===== config.mk =====
export PLATFORM = sky130hd
export DESIGN_NAME = mem_bus_master
export DESIGN_NICKNAME = d
export VERILOG_FILES = /design/src/rtl/mem_bus_master.sv
export SDC_FILE = /design/constraint.sdc
export NUM_CORES = 1
export LEC_CHECK = 0
export ABC_AREA = 1
export BUFFER_PORTS_ARGS = -buffer_cell sky130_fd_sc_hd__buf_2
export CAP_MARGIN = 20
export CORE_UTILIZATION = 55
export DETAILED_ROUTE_END_ITERATION = 10
export HOLD_SLACK_MARGIN = 0.1
export PLACE_DENSITY = 0.81
export SLEW_MARGIN = 5
export SYNTH_ARGS = -nofsm -noshare
export SYNTH_HDL_FRONTEND = slang
export SYNTH_SLANG_ARGS = --single-unit
export TNS_END_PERCENT = 20

===== constraint.sdc =====
create_clock -name clk -period 3.2 [get_ports clk]
set_clock_uncertainty 0.1 [all_clocks]
set_input_delay 0 -clock clk [delete_from_list [all_inputs] [get_ports clk]]
set_output_delay 0 -clock clk [all_outputs]
set_load 0.005 [all_outputs]

===== src/rtl/mem_bus_master.sv =====
// mem_bus_master: initiator for the 512-byte memory-mapped GPIO/RAM bus.
// Turns CPU byte/halfword read/write requests into single-byte bus cycles,
// waits out the responder read latency, assembles little-endian halfwords
// and suppresses writes to the read-only input bytes RO_LO..RO_HI.
//
// Ports:
//   clk, reset          system clock, synchronous active-high reset
//   req, we, size       request strobe (sampled while ready), write, halfword
//   addr, wdata         byte address, write data ([7:0] -> addr, [15:8] -> addr+1)
//   ready               high while idle and able to accept a request
//   done, err           one-cycle completion pulse, suppressed-write flag
//   rdata               read result, held until the next read completes
//   mem_rw_select       responder write enable
//   mem_address         responder byte address
//   mem_wdata           responder write data
//   mem_rdata           responder read data
module mem_bus_master #(
    parameter int unsigned READ_LATENCY = 1,
    parameter int unsigned RO_LO        = 503,
    parameter int unsigned RO_HI        = 505
) (
    input  logic        clk,
    input  logic        reset,
    input  logic        req,
    input  logic        we,
    input  logic        size,
    input  logic [8:0]  addr,
    input  logic [15:0] wdata,
    output logic        ready,
    output logic        done,
    output logic [15:0] rdata,
    output logic        err,
    output logic        mem_rw_select,
    output logic [8:0]  mem_address,
    output logic [7:0]  mem_wdata,
    input  logic [7:0]  mem_rdata
);

    localparam int unsigned AW = 9;
    localparam int unsigned DW = 8;
    localparam int unsigned CW = 2;
    localparam logic [CW-1:0] LAST_WAIT = CW'(READ_LATENCY - 1);

    typedef enum logic [1:0] {
        IDLE,
        ADDR,
        WAIT,
        DONE
    } state_t;

    state_t          state;
    logic            we_q;
    logic            size_q;
    logic [AW-1:0]   addr_q;
    logic [15:0]     wdata_q;
    logic            k;
    logic            err_acc;
    logic [CW-1:0]   wait_cnt;
    logic [DW-1:0]   lo_byte;
    logic [AW-1:0]   next_addr_c;

    // Address of the second byte; 9-bit arithmetic wraps 511 -> 0.
    assign next_addr_c = addr_q + AW'(1);

    function automatic logic is_ro(input logic [AW-1:0] a);
        return (a >= AW'(RO_LO)) && (a <= AW'(RO_HI));
    endfunction

    // Bus outputs are registered on the edge that enters the state they belong to.
    always_ff @(posedge clk) begin
        if (reset) begin
            state         <= IDLE;
            ready         <= 1'b1;
            done          <= 1'b0;
            err           <= 1'b0;
            rdata         <= 16'h0000;
            mem_rw_select <= 1'b0;
            mem_address   <= '0;
            mem_wdata     <= '0;
            we_q          <= 1'b0;
            size_q        <= 1'b0;
            addr_q        <= '0;
            wdata_q       <= '0;
            k             <= 1'b0;
            err_acc       <= 1'b0;
            wait_cnt      <= '0;
            lo_byte       <= '0;
        end else begin
            done          <= 1'b0;
            err           <= 1'b0;
            mem_rw_select <= 1'b0;
            case (state)
                IDLE: begin
                    if (req) begin
                        we_q        <= we;
                        size_q      <= size;
                        addr_q      <= addr;
                        wdata_q     <= wdata;
                        k           <= 1'b0;
                        err_acc     <= 1'b0;
                        mem_address <= addr;
                        if (we) begin
                            mem_wdata     <= wdata[7:0];
                            mem_rw_select <= ~is_ro(addr);
                        end
                        ready <= 1'b0;
                        state <= ADDR;
                    end
                end
                ADDR: begin
                    if (we_q) begin
                        // A suppressed byte is the one currently on the bus.
                        if (size_q && !k) begin
                            k             <= 1'b1;
                            err_acc       <= err_acc | is_ro(mem_address);
                            mem_address   <= next_addr_c;
                            mem_wdata     <= wdata_q[15:8];
                            mem_rw_select <= ~is_ro(next_addr_c);
                        end else begin
                            err   <= err_acc | is_ro(mem_address);
                            done  <= 1'b1;
                            state <= DONE;
                        end
                    end else begin
                        wait_cnt <= '0;
                        state    <= WAIT;
                    end
                end
                WAIT: begin
                    if (wait_cnt == LAST_WAIT) begin
                        if (size_q && !k) begin
                            lo_byte     <= mem_rdata;
                            k           <= 1'b1;
                            mem_address <= next_addr_c;
                            state       <= ADDR;
                        end else begin
                            rdata <= size_q ? {mem_rdata, lo_byte} : {8'h00, mem_rdata};
                            err   <= err_acc;
                            done  <= 1'b1;
                            state <= DONE;
                        end
                    end else begin
                        wait_cnt <= wait_cnt + CW'(1);
                    end
                end
                DONE: begin
                    ready <= 1'b1;
                    state <= IDLE;
                end
                default: begin
                    ready <= 1'b1;
                    state <= IDLE;
                end
            endcase
        end
    end

endmodule


==> results of run 1 <==
-- worst min-delay path: cells and delay by family, from the launching register on --
family,cells,cell delay (ns)
AOI/OAI and AO/OA,1,0.05
buffers and inverters,1,0.04
DFF,1,0.31
-- kinds of logic (layout without fill, tap and decap cells) --
logic type	Yosys count	count (layout)	share of synthesized area
fa+ha+maj	8	8	0.02967
compound gates	133	133	0.2114
flops	70	70	0.4154
buf+inv	79	190	0.1039
simple gates	185	185	0.2396
-- per-stage QoR --
| step | power, W | util |
|---|---|---|
| 5_1_grt | 0.003669 | 0.7390 |
| 4_1_cts | 0.003391 | 0.7344 |
| 6_report | 0.003441 | 0.7390 |
| 3_3_place_gp | 0.002562 | 0.6264 |
| 2_1_floorplan | 0.002326 | - |
| 3_5_place_dp | 0.002610 | 0.6264 |
-- where the power goes --
part           leakage [nW]  switching (W)  internal (W)  total (W)
clock network        0.0952       0.000329      0.000375   0.000704
logic                  1.33       0.000979      0.000526    0.00150
registers             0.573       0.000159       0.00107    0.00123
-- repair_timing --
item / 4_1_cts / 5_1_grt
resized for setup: 0 / 0
hold buffers: 45 / 0
endpoints found under the setup margin: 0 / 0
hold endpoints to repair: 63 / 0
-- cell usage in the layout (no fill, tap or decap), types with 3 or more instances in the layout --
master / netlist / routed
nand2_1: 107 / 107
buf_2: 7 / 74
dfxtp_1: 70 / 70
a21oi_1: 60 / 60
inv_1: 49 / 49
o21ai_0: 47 / 47
dlygate4sd3_1: 0 / 45
nor2_1: 34 / 34
nand3_1: 21 / 21
nand4_1: 14 / 14
o21ai_1: 11 / 11
clkbuf_8: 0 / 10
ha_1: 8 / 8
a211oi_1: 4 / 4
nand2_4: 3 / 3
-- how the worst max path moves through the flow --
stage	depth (start not counted)	slack, ns	to
floorplan	12	1.55	mem_wdata[1]$_SDFFE_PP0P_
CTS	6	0.80	wdata_q[15]$_SDFFE_PP0P_
finish	6	0.97	lo_byte[1]$_SDFFE_PP0P_
global route	6	0.75	lo_byte[1]$_SDFFE_PP0P_
global placement	6	1.16	lo_byte[1]$_SDFFE_PP0P_
detailed placement	6	1.07	lo_byte[0]$_SDFFE_PP0P_
-- sequential cells by signal, summed over array words and instances (netlist names), 2 cells and up --
signal	flops
mem_wdata	8
addr_q	9
mem_address	9
wdata_q	8
rdata	16
wait_cnt	2
state	2
lo_byte	8
-- cell type report --
type,instances,area [sq um],share of cell area
Clock buffer,11,141.4,0.03231
Multi-Input combinational cell,326,1622,0.3706
Sequential cell,70,1401,0.3203
Timing Repair Buffer,122,863.3,0.1973
Tap cell,75,93.84,0.02145
Inverter,53,206.4,0.04718
Clock inverter,4,47.55,0.01087
-- metal layers --
metal	routed length, microns	vias to the layer above	GRT usage	share of wire
li1	-	1775	-	-
met1	3994	1651	0.3595	0.44
met2	4335	138	0.4940	0.47
met3	452	39	0.04659	0.049
met4	360	0	0.1786	0.039
met5	0	-	0	0
==> run_results.csv, run 1 <==
group,metric,value,unit
clock_network,clock_sinks,70,
global_routing,track_usage,0.2971,
power_and_ir_drop,p_per_area,786.4,nW/um^2
routing,drc,0,
critical_path,arrival,2.40,ns
routing,num_vias,3603,
clock_network,cts_made_buffers,9,
logic_synthesis,yosysMostFrequentCell,"nand2_1",
clock_network,htreeDepth,3,
logic_synthesis,synth-main-ff-cell,"dfxtp_1",
layout,final_cells,661,
placed_design,placed_area,3709,sq um
sta,rsz0062_at_grt,"false",
floorplan,start_util,0.5697,
global_routing,grt.overflow.total,0,
worst_hold_path,min_from,"mem_wdata[1]$_SDFFE_PP0P_",
sta,finalMaxSlewViolations,0,
logic_synthesis,ys_types,33,
critical_path,rr_endpoint,"lo_byte[1]$_SDFFE_PP0P_",
critical_path,critPathMaxStageDelay,0.62,ns
floorplan,dieWidth,80.32,microns
critical_path,path_cells,"inv_1 > ha_1 > nand2_1 > nor2_2 > o21ai_0 > a21oi_1",
clock_network,clk_path_buf_depth,2,
logic_synthesis,synth_edf_count,0,
sta,max_slew.worst_pin.slew,0.7017,ns
critical_path,r2r_cells,6,
floorplan,coreArea,5921,sq um
placed_design,dpl_worst_slack,1.072,ns
flow_run,maxCapViolCount,0,
sta,relSlewSlack,0.5322,
sta,hold_viol,0,
worst_hold_path,whs_path_depth,2,
critical_path,r2r_slack,0.97,ns
routing,vias_per_cell,5.451,
logic_synthesis,seq_area_frac_synth,0.4154,
critical_path,slowest_stage,"ha_1",
critical_path,cp-startpoint,"wait_cnt[0]$_SDFFE_PP0P_",
placed_design,dp_hpwl,5.567,mm
sta,worst_slack,0.9711,ns
layout,nFillCells,453,
clock_network,cts_post_setup_buffers_inserted,0,
routing,drt_iter0_markers,246,
sta,hold_ws,0.3470,ns
clock_network,clkSlewWorstSetupHoldPaths,0.08,ns
floorplan,die_h,80.32,microns
logic_synthesis,syn_area,3373,sq um
outcome,status,"finished clean",
routing,wl_per_cell,13.83,microns
placed_design,gp_congestion,0.8792,
logic_synthesis,async_flop_share,0,
logic_synthesis,yosys-top-cells-count,"nand2_1, dfxtp_1, a21oi_1",
logic_synthesis,yosysTopAreaCell,"dfxtp_1",
power_and_ir_drop,ir_drop,0.4632,mV
placed_design,port_buffers,74,
layout,nNetsFinal,628,
clock_network,cts_tree,"yes",
layout,drive_gt1_frac,0.1826,
layout,synthToLayoutAreaGrowth,29.71,%
clock_network,cts-root-buf,"clkbuf_8",
critical_path,critPathCaptureType,"flop",
floorplan,io_pins,75,
critical_path,path_max_fanout,19,
sta,finalCritPeriodShare,0.6965,
logic_synthesis,synth_area_leaders,"dfxtp_1, nand2_1, a21oi_1",
logic_synthesis,ys_warn_count,0,
logic_synthesis,syn_avg_cell_area,7.102,sq um
floorplan,die-area,6451,sq um
global_routing,grt_max_degree,44,
worst_hold_path,holdPathEnd,"mem_wdata[1]$_SDFFE_PP0P_",
global_routing,grt_antenna_before_repair,0,
critical_path,path_class,"flop to flop",
critical_path,path_delay_family,"simple AND/OR/NAND/NOR gates",
placed_design,placed_cells,600,
sta,finalSetupTns,0,ns
logic_synthesis,synth_cells,475,
layout,num_antenna_cells,0,
critical_path,cp-start-kind,"flop",
layout,stdcell_area,4375,sq um
sta,finalCriticalPeriod,2.229,ns
critical_path,crit-reg2reg-launch,"wait_cnt[0]$_SDFFE_PP0P_",
logic_synthesis,synth_top_area_frac,0.4154,
global_routing,grt_pass1_vias,3312,
sta,fmax,0.4486,GHz
routing,routed_wl,9.144,mm
logic_synthesis,ys_seq_elements,70,
critical_path,path_buf_inv,1,
sta,setup_viol,0,
power_and_ir_drop,p_leak,1.996,nW
routing,antenna_left,0,
critical_path,critPathRequiredTime,3.37,ns
worst_hold_path,hold_path_class,"flop to flop",
global_routing,grt_pass1_wl,14.70,mm
routing,drt-pass1-iter-count,5,
floorplan,fp-row-count,28,
clock_network,worstSkewPairLatency,0.35,ns
logic_synthesis,synth_fp_nets,521,
(Power assumes the default switching activity.)
==> run 2, diff against run 1 <==
--- a/config.mk
+++ b/config.mk
@@ -8,10 +8,10 @@
 export ABC_AREA = 1
 export BUFFER_PORTS_ARGS = -buffer_cell sky130_fd_sc_hd__buf_2
 export CAP_MARGIN = 20
-export CORE_UTILIZATION = 55
+export CORE_UTILIZATION = 49
 export DETAILED_ROUTE_END_ITERATION = 10
 export HOLD_SLACK_MARGIN = 0.1
-export PLACE_DENSITY = 0.81
+export PLACE_DENSITY = 0.76
 export SLEW_MARGIN = 5
 export SYNTH_ARGS = -nofsm -noshare
 export SYNTH_HDL_FRONTEND = slang
==> constraint.sdc (replaced) <==
create_clock -name clk -period 1.9 [get_ports clk]
set_clock_uncertainty 0.1 [all_clocks]
set_input_delay 0 -clock clk [delete_from_list [all_inputs] [get_ports clk]]
set_output_delay 0 -clock clk [all_outputs]
set_load 0.005 [all_outputs]
==> run_results.csv, run 2 (synthesis results as in run 1) <==
group,metric,value,unit
routing,vias_per_cell,5.252,
critical_path,path_buf_inv,3,
clock_network,cts_made_buffers,9,
power_and_ir_drop,p_sw,0.002562,W
sta,max_slew.worst_pin.slew,0.5487,ns
routing,routed_wl,8.975,mm
outcome,status,"finished with violations",
global_routing,grt_pass1_vias,3219,
power_and_ir_drop,p_per_area,1377,nW/um^2
sta,setup_viol,0,
layout,drive_gt1_frac,0.2192,
routing,drt-pass1-iter-count,8,
sta,fmax,0.5661,GHz
sta,finalCritPeriodShare,0.9297,
floorplan,coreArea,6495,sq um
worst_hold_path,hold_path_class,"primary input to flop",
layout,largest_reg_flops,16,
layout,fin_util,0.6868,
layout,mostFrequentLayoutCells,"nand2_1, buf_2, dfxtp_1",
sta,hold_ws,0.3373,ns
global_routing,track_usage,0.2533,
critical_path,critPathMaxStageDelay,0.37,ns
power_and_ir_drop,p_leak,2.020,nW
global_routing,grt_max_degree,28,
routing,drt_iter0_markers,185,
sta,relSlewSlack,0.6338,
global_routing,grt_antenna_before_repair,0,
layout,reg_top3,"rdata x16, addr_q x9, mem_address x9",
layout,synthToLayoutAreaGrowth,32.23,%
routing,wl_per_cell,13.40,microns
clock_network,clk_path_buf_depth,2,
critical_path,path_class,"flop to flop",
sta,finalMaxSlewViolations,0,
floorplan,start_util,0.5194,
clock_network,clock_sinks,70,
floorplan,io_pins,75,
outcome,violations,"DRC",
layout,num_antenna_cells,0,
layout,nNetsFinal,634,
critical_path,path_cells,"inv_1 > ha_1 > inv_4 > nand2_1 > o21ai_1 > inv_1 > nor2_4 > o21ai_4 > o21ai_0 > a21oi_1",
floorplan,die-area,7220,sq um
critical_path,critPathCaptureType,"flop",
power_and_ir_drop,ir_drop,0.5962,mV
critical_path,path_max_fanout,8,
flow_run,maxCapViolCount,0,
clock_network,cts-root-buf,"clkbuf_8",
power_and_ir_drop,p_int,0.003581,W
routing,num_vias,3519,
floorplan,die_h,84.97,microns
critical_path,critPathRequiredTime,2.03,ns
global_routing,grt.overflow.total,0,
critical_path,r2r_slack,0.13,ns
critical_path,path_delay_family,"compound AO/OA/AOI/OAI gates",
critical_path,cp_common_cell,"inv_1",
clock_network,worstSkewPairLatency,0.35,ns
global_routing,grt_pass1_wl,14.57,mm
critical_path,slowest_stage,"dfxtp_1",
layout,final_common_cell,"nand2_1",
layout,regMostFlops,"rdata",
clock_network,htreeDepth,3,
power_and_ir_drop,clkPwrFrac,0.218,
sta,rsz0062_at_grt,"true",
floorplan,fp-row-count,29,
placed_design,gp_congestion,0.8495,
placed_design,dp_hpwl,5.787,mm
routing,drc,4,
critical_path,cp-start-kind,"flop",
sta,hold_viol,0,
sta,finalCriticalPeriod,1.766,ns
placed_design,port_buffers,74,
critical_path,arrival,1.89,ns
clock_network,cts_tree,"yes",
floorplan,dieWidth,84.97,microns
power_and_ir_drop,power_switching_share,0.4171,
layout,final_cells,670,
clock_network,clkSlewWorstSetupHoldPaths,0.07,ns
power_and_ir_drop,seqPwrFrac,0.337,
placed_design,placed_cells,613,
routing,antenna_left,0,
power_and_ir_drop,power.share.combinational,0.444,
## run 2: cell count changes in the layout (fill, tap and decap cells not counted), moves of 2 or more
| cell | change |
|---|---|
| buf_4 | +13 |
| dfxtp_1 | -2 |
| dlygate4sd3_1 | -8 |
| ha_1 | -3 |
| ha_2 | +3 |
| o21ai_0 | -2 |
## run 2: worst register-to-register path, stage by stage (launching register included)
cell	delay [ns]
dfxtp_1	0.37
inv_1	0.11
ha_1	0.26
inv_4	0.11
nand2_1	0.06
o21ai_1	0.07
inv_1	0.07
nor2_4	0.15
o21ai_4	0.12
o21ai_0	0.19
a21oi_1	0.06
## run 2: per-layer routing
layer | track usage | share of wire | routed length (microns) | vias to the layer above
li1 | - | - | - | 1787
met1 | 0.3268 | 0.45 | 4010 | 1607
met2 | 0.4120 | 0.48 | 4289 | 103
met3 | 0.05350 | 0.049 | 439 | 22
met4 | 0.1063 | 0.026 | 235 | 0
met5 | 0 | 0 | 0 | -
## run 2: path summary, 6_finish.rpt
kind	to	cells after the start	startpoint
max	mem_wdata[5]$_SDFFE_PP0P_	10	state[1]$_SDFFE_PP0P_
min	wdata_q[8]$_SDFFE_PP0P_	4	wdata[8]
max reg2reg	mem_wdata[5]$_SDFFE_PP0P_	10	state[1]$_SDFFE_PP0P_
min reg2reg	mem_wdata[4]$_SDFFE_PP0P_	2	mem_wdata[4]$_SDFFE_PP0P_
## run 2: timing repair
item | in CTS | in global routing
endpoints found under the hold margin | 68 | 0
gates resized for setup | 0 | 12
hold buffers | 37 | 0
setup buffers | 0 | 3
endpoints found under the setup margin | 0 | 34
## run 2: final cells by class
class	count	area (sq um)
clock inverter	7	97.59
multi-input combinational	327	1657
tap	77	96.34
fill	548	2034
clock buffer	9	123.9
inverter	53	206.4
timing repair buffer	127	873.3
sequential	70	1406
## run 2: through the flow
| stage | total power, W | area (sq um) | setup TNS, ns | setup WS (ns) |
|---|---|---|---|---|
| finish | 0.006143 | 4461 | 0 | 0.1335 |
| detailed placement | 0.004538 | 3806 | 0 | 0.05538 |
| CTS | 0.005943 | 4398 | 0 | 0.04538 |
| global placement | 0.004473 | 3806 | 0 | 0.1642 |
| global route | 0.006608 | 4461 | -0.04991 | -0.01741 |
| floorplan | 0.003917 | 3373 | 0 | 0.2470 |
## run 2: power groups by stage
stage | clock network [W] | logic [W] | registers, W
6_report | 0.00134 | 0.00273 | 0.00207
5_1_grt | 0.00142 | 0.00307 | 0.00211
4_1_cts | 0.00136 | 0.00253 | 0.00206
3_5_place_dp | 0 | 0.00245 | 0.00209
3_3_place_gp | 0 | 0.00240 | 0.00207
2_1_floorplan | 0 | 0.00189 | 0.00203
==> run 3, diff against run 2 <==
--- a/config.mk
+++ b/config.mk
@@ -8,6 +8,7 @@
 export ABC_AREA = 1
 export BUFFER_PORTS_ARGS = -buffer_cell sky130_fd_sc_hd__buf_2
 export CAP_MARGIN = 20
+export CORE_ASPECT_RATIO = 1.2
 export CORE_UTILIZATION = 49
 export DETAILED_ROUTE_END_ITERATION = 10
 export HOLD_SLACK_MARGIN = 0.1
==> run_results.csv, run 3 (synthesis results as in run 1) <==
group,metric,value,unit
sta,finalSetupTns,0,ns
critical_path,path_max_fanout,9,
placed_design,gp_congestion,0.8508,
sta,hold_viol,0,
sta,worst_slack,0.08842,ns
critical_path,slowest_stage,"dfxtp_2",
floorplan,die-area,7221,sq um
routing,num_vias,3552,
power_and_ir_drop,p_leak,2.013,nW
layout,reg_top3,"rdata x16, addr_q x9, mem_address x9",
critical_path,cp-start-kind,"flop",
global_routing,grt_antenna_before_repair,0,
global_routing,track_usage,0.2573,
critical_path,critPathCaptureType,"flop",
layout,drive_gt1_frac,0.2243,
sta,finalCritPeriodShare,0.9535,
sta,fmax,0.5520,GHz
global_routing,grt.overflow.total,0,
critical_path,cp_common_cell,"nor2_2",
critical_path,crit-reg2reg-launch,"state[1]$_SDFFE_PP0P_",
critical_path,path_delay_family,"simple AND/OR/NAND/NOR gates",
critical_path,critPathMaxStageDelay,0.33,ns
outcome,status,"finished clean",
floorplan,dieWidth,77.74,microns
routing,routed_wl,8.880,mm
routing,drt-pass1-iter-count,5,
critical_path,worstSetupEndpoint,"state[1]$_SDFFE_PP0P_",
critical_path,path_class,"flop to flop",
layout,fin_util,0.6802,
layout,nNetsFinal,634,
critical_path,critPathRequiredTime,2.04,ns
routing,drt_iter0_markers,274,
layout,final_common_cell,"nand2_1",
layout,regMostFlops,"rdata",
clock_network,cts_tree,"yes",
routing,drc,0,
critical_path,path_buf_inv,2,
power_and_ir_drop,finalPower,0.006023,W
critical_path,worstSetupPathDepth,7,
global_routing,use_met2,0.4395,
global_routing,busiest_layer,"met2",
floorplan,io_pins,75,
critical_path,r2r_cells,7,
clock_network,cts-root-buf,"clkbuf_8",
floorplan,coreArea,6526,sq um
clock_network,clk_path_buf_depth,2,
routing,wl_per_cell,13.10,microns
worst_hold_path,hold_path_class,"flop to flop",
placed_design,dpl_worst_slack,0.01767,ns
layout,synthToLayoutAreaGrowth,31.60,%
clock_network,cts_made_buffers,9,
clock_network,htreeDepth,3,
power_and_ir_drop,p_per_area,1357,nW/um^2
global_routing,grt_pass1_vias,3315,
global_routing,grt_max_degree,29,
floorplan,start_util,0.5169,
placed_design,port_buffers,74,
floorplan,die_h,92.89,microns
global_routing,grt_util_met1,0.3024,
sta,finalMaxSlewViolations,0,
global_routing,grt_pass1_wl,14.72,mm
clock_network,clock_sinks,70,
sta,relSlewSlack,0.6473,
sta,max_slew.worst_pin.slew,0.5291,ns
layout,nFillCells,542,
critical_path,cp-startpoint,"state[1]$_SDFFE_PP0P_",
global_routing,grtUsageMet3,0.06404,
layout,largest_reg_flops,16,
layout,num_antenna_cells,0,
flow_run,maxCapViolCount,0,
clock_network,clkSlewWorstSetupHoldPaths,0.07,ns
critical_path,arrival,1.95,ns
critical_path,path_cells,"inv_1 > ha_2 > buf_4 > nand2_1 > nor2_2 > nor2_2 > a221oi_1",
layout,mostFrequentLayoutCells,"nand2_1, buf_2, dfxtp_1",
routing,vias_per_cell,5.239,
critical_path,rr_endpoint,"state[1]$_SDFFE_PP0P_",
routing,antenna_left,0,
floorplan,fp-row-count,32,
placed_design,dp_hpwl,5.838,mm
power_and_ir_drop,ir_drop,1.033,mV
sta,setup_viol,0,
clock_network,worstSkewPairLatency,0.35,ns
critical_path,r2r_slack,0.09,ns
sta,finalCriticalPeriod,1.812,ns
## run 3: changes by cell type in the layout (fill, tap and decap cells not counted), moves of 2 or more
cell,before,now
buf_4,15,17
clkinv_2,1,3
o21ai_2,2,0
o21ai_0,45,47
nor2_1,34,32
nor2_2,1,3
## run 3: metal layers
| metal | up-vias | part of all wire |
|---|---|---|
| met5 | - | 0 |
| met4 | 0 | 0.025 |
| met3 | 19 | 0.050 |
| met2 | 117 | 0.50 |
| met1 | 1629 | 0.42 |
| li1 | 1787 | - |
## run 3: worst register-to-register path, delay by kind of cell (launching register included)
family          cells  cell delay, ns
flops               1            0.33
fa+ha+maj           1            0.24
simple gates        3            0.41
buf+inv             2            0.31
compound gates      1            0.31
## run 3: through the flow
stage          hold slack (ns)  cell area (sq um)  cells
2_1_floorplan          0.04310               3373    475
3_3_place_gp            0.1480               3796    620
3_5_place_dp            0.1612               3796    620
4_1_cts                 0.3359               4365    673
5_1_grt                 0.3647               4439    678
6_report                0.3411               4439    678
## run 3: final cells by class
cell class	count	area, sq um	share of cell area
Clock buffer	10	137.6	0.03100
Clock inverter	6	61.31	0.01381
Inverter	53	206.4	0.04651
Multi-Input combinational cell	326	1652	0.3720
Sequential cell	70	1408	0.3171
Tap cell	85	106.4	0.02396
Timing Repair Buffer	128	868.3	0.1956
## run 3: repair_timing
action                                  4_1_cts  5_1_grt
hold buffers                                 37        0
buffers inserted                              0        5
gates resized for setup                       0       13
endpoints found under the setup margin        0       20
endpoints found under the hold margin        63        0
## run 3: how the worst min path moves through the flow
stage | from | slack, ns | to | cells after the start
2_1_floorplan | mem_rdata[7] | 0.04 | lo_byte[7]$_SDFFE_PP0P_ | 2
3_3_place_gp | wdata[14] | 0.15 | wdata_q[14]$_SDFFE_PP0P_ | 3
3_5_place_dp | wdata[14] | 0.16 | wdata_q[14]$_SDFFE_PP0P_ | 3
4_1_cts | wdata[14] | 0.34 | wdata_q[14]$_SDFFE_PP0P_ | 4
5_1_grt | mem_wdata[5]$_SDFFE_PP0P_ | 0.36 | mem_wdata[5]$_SDFFE_PP0P_ | 2
6_report | mem_wdata[5]$_SDFFE_PP0P_ | 0.34 | mem_wdata[5]$_SDFFE_PP0P_ | 2
## run 3: report_power, final
part / internal [W] / switching (W) / leakage, nW
clock network: 0.000637 / 0.000575 / 0.102
logic: 0.00104 / 0.00171 / 1.34
registers: 0.00181 / 0.000241 / 0.574
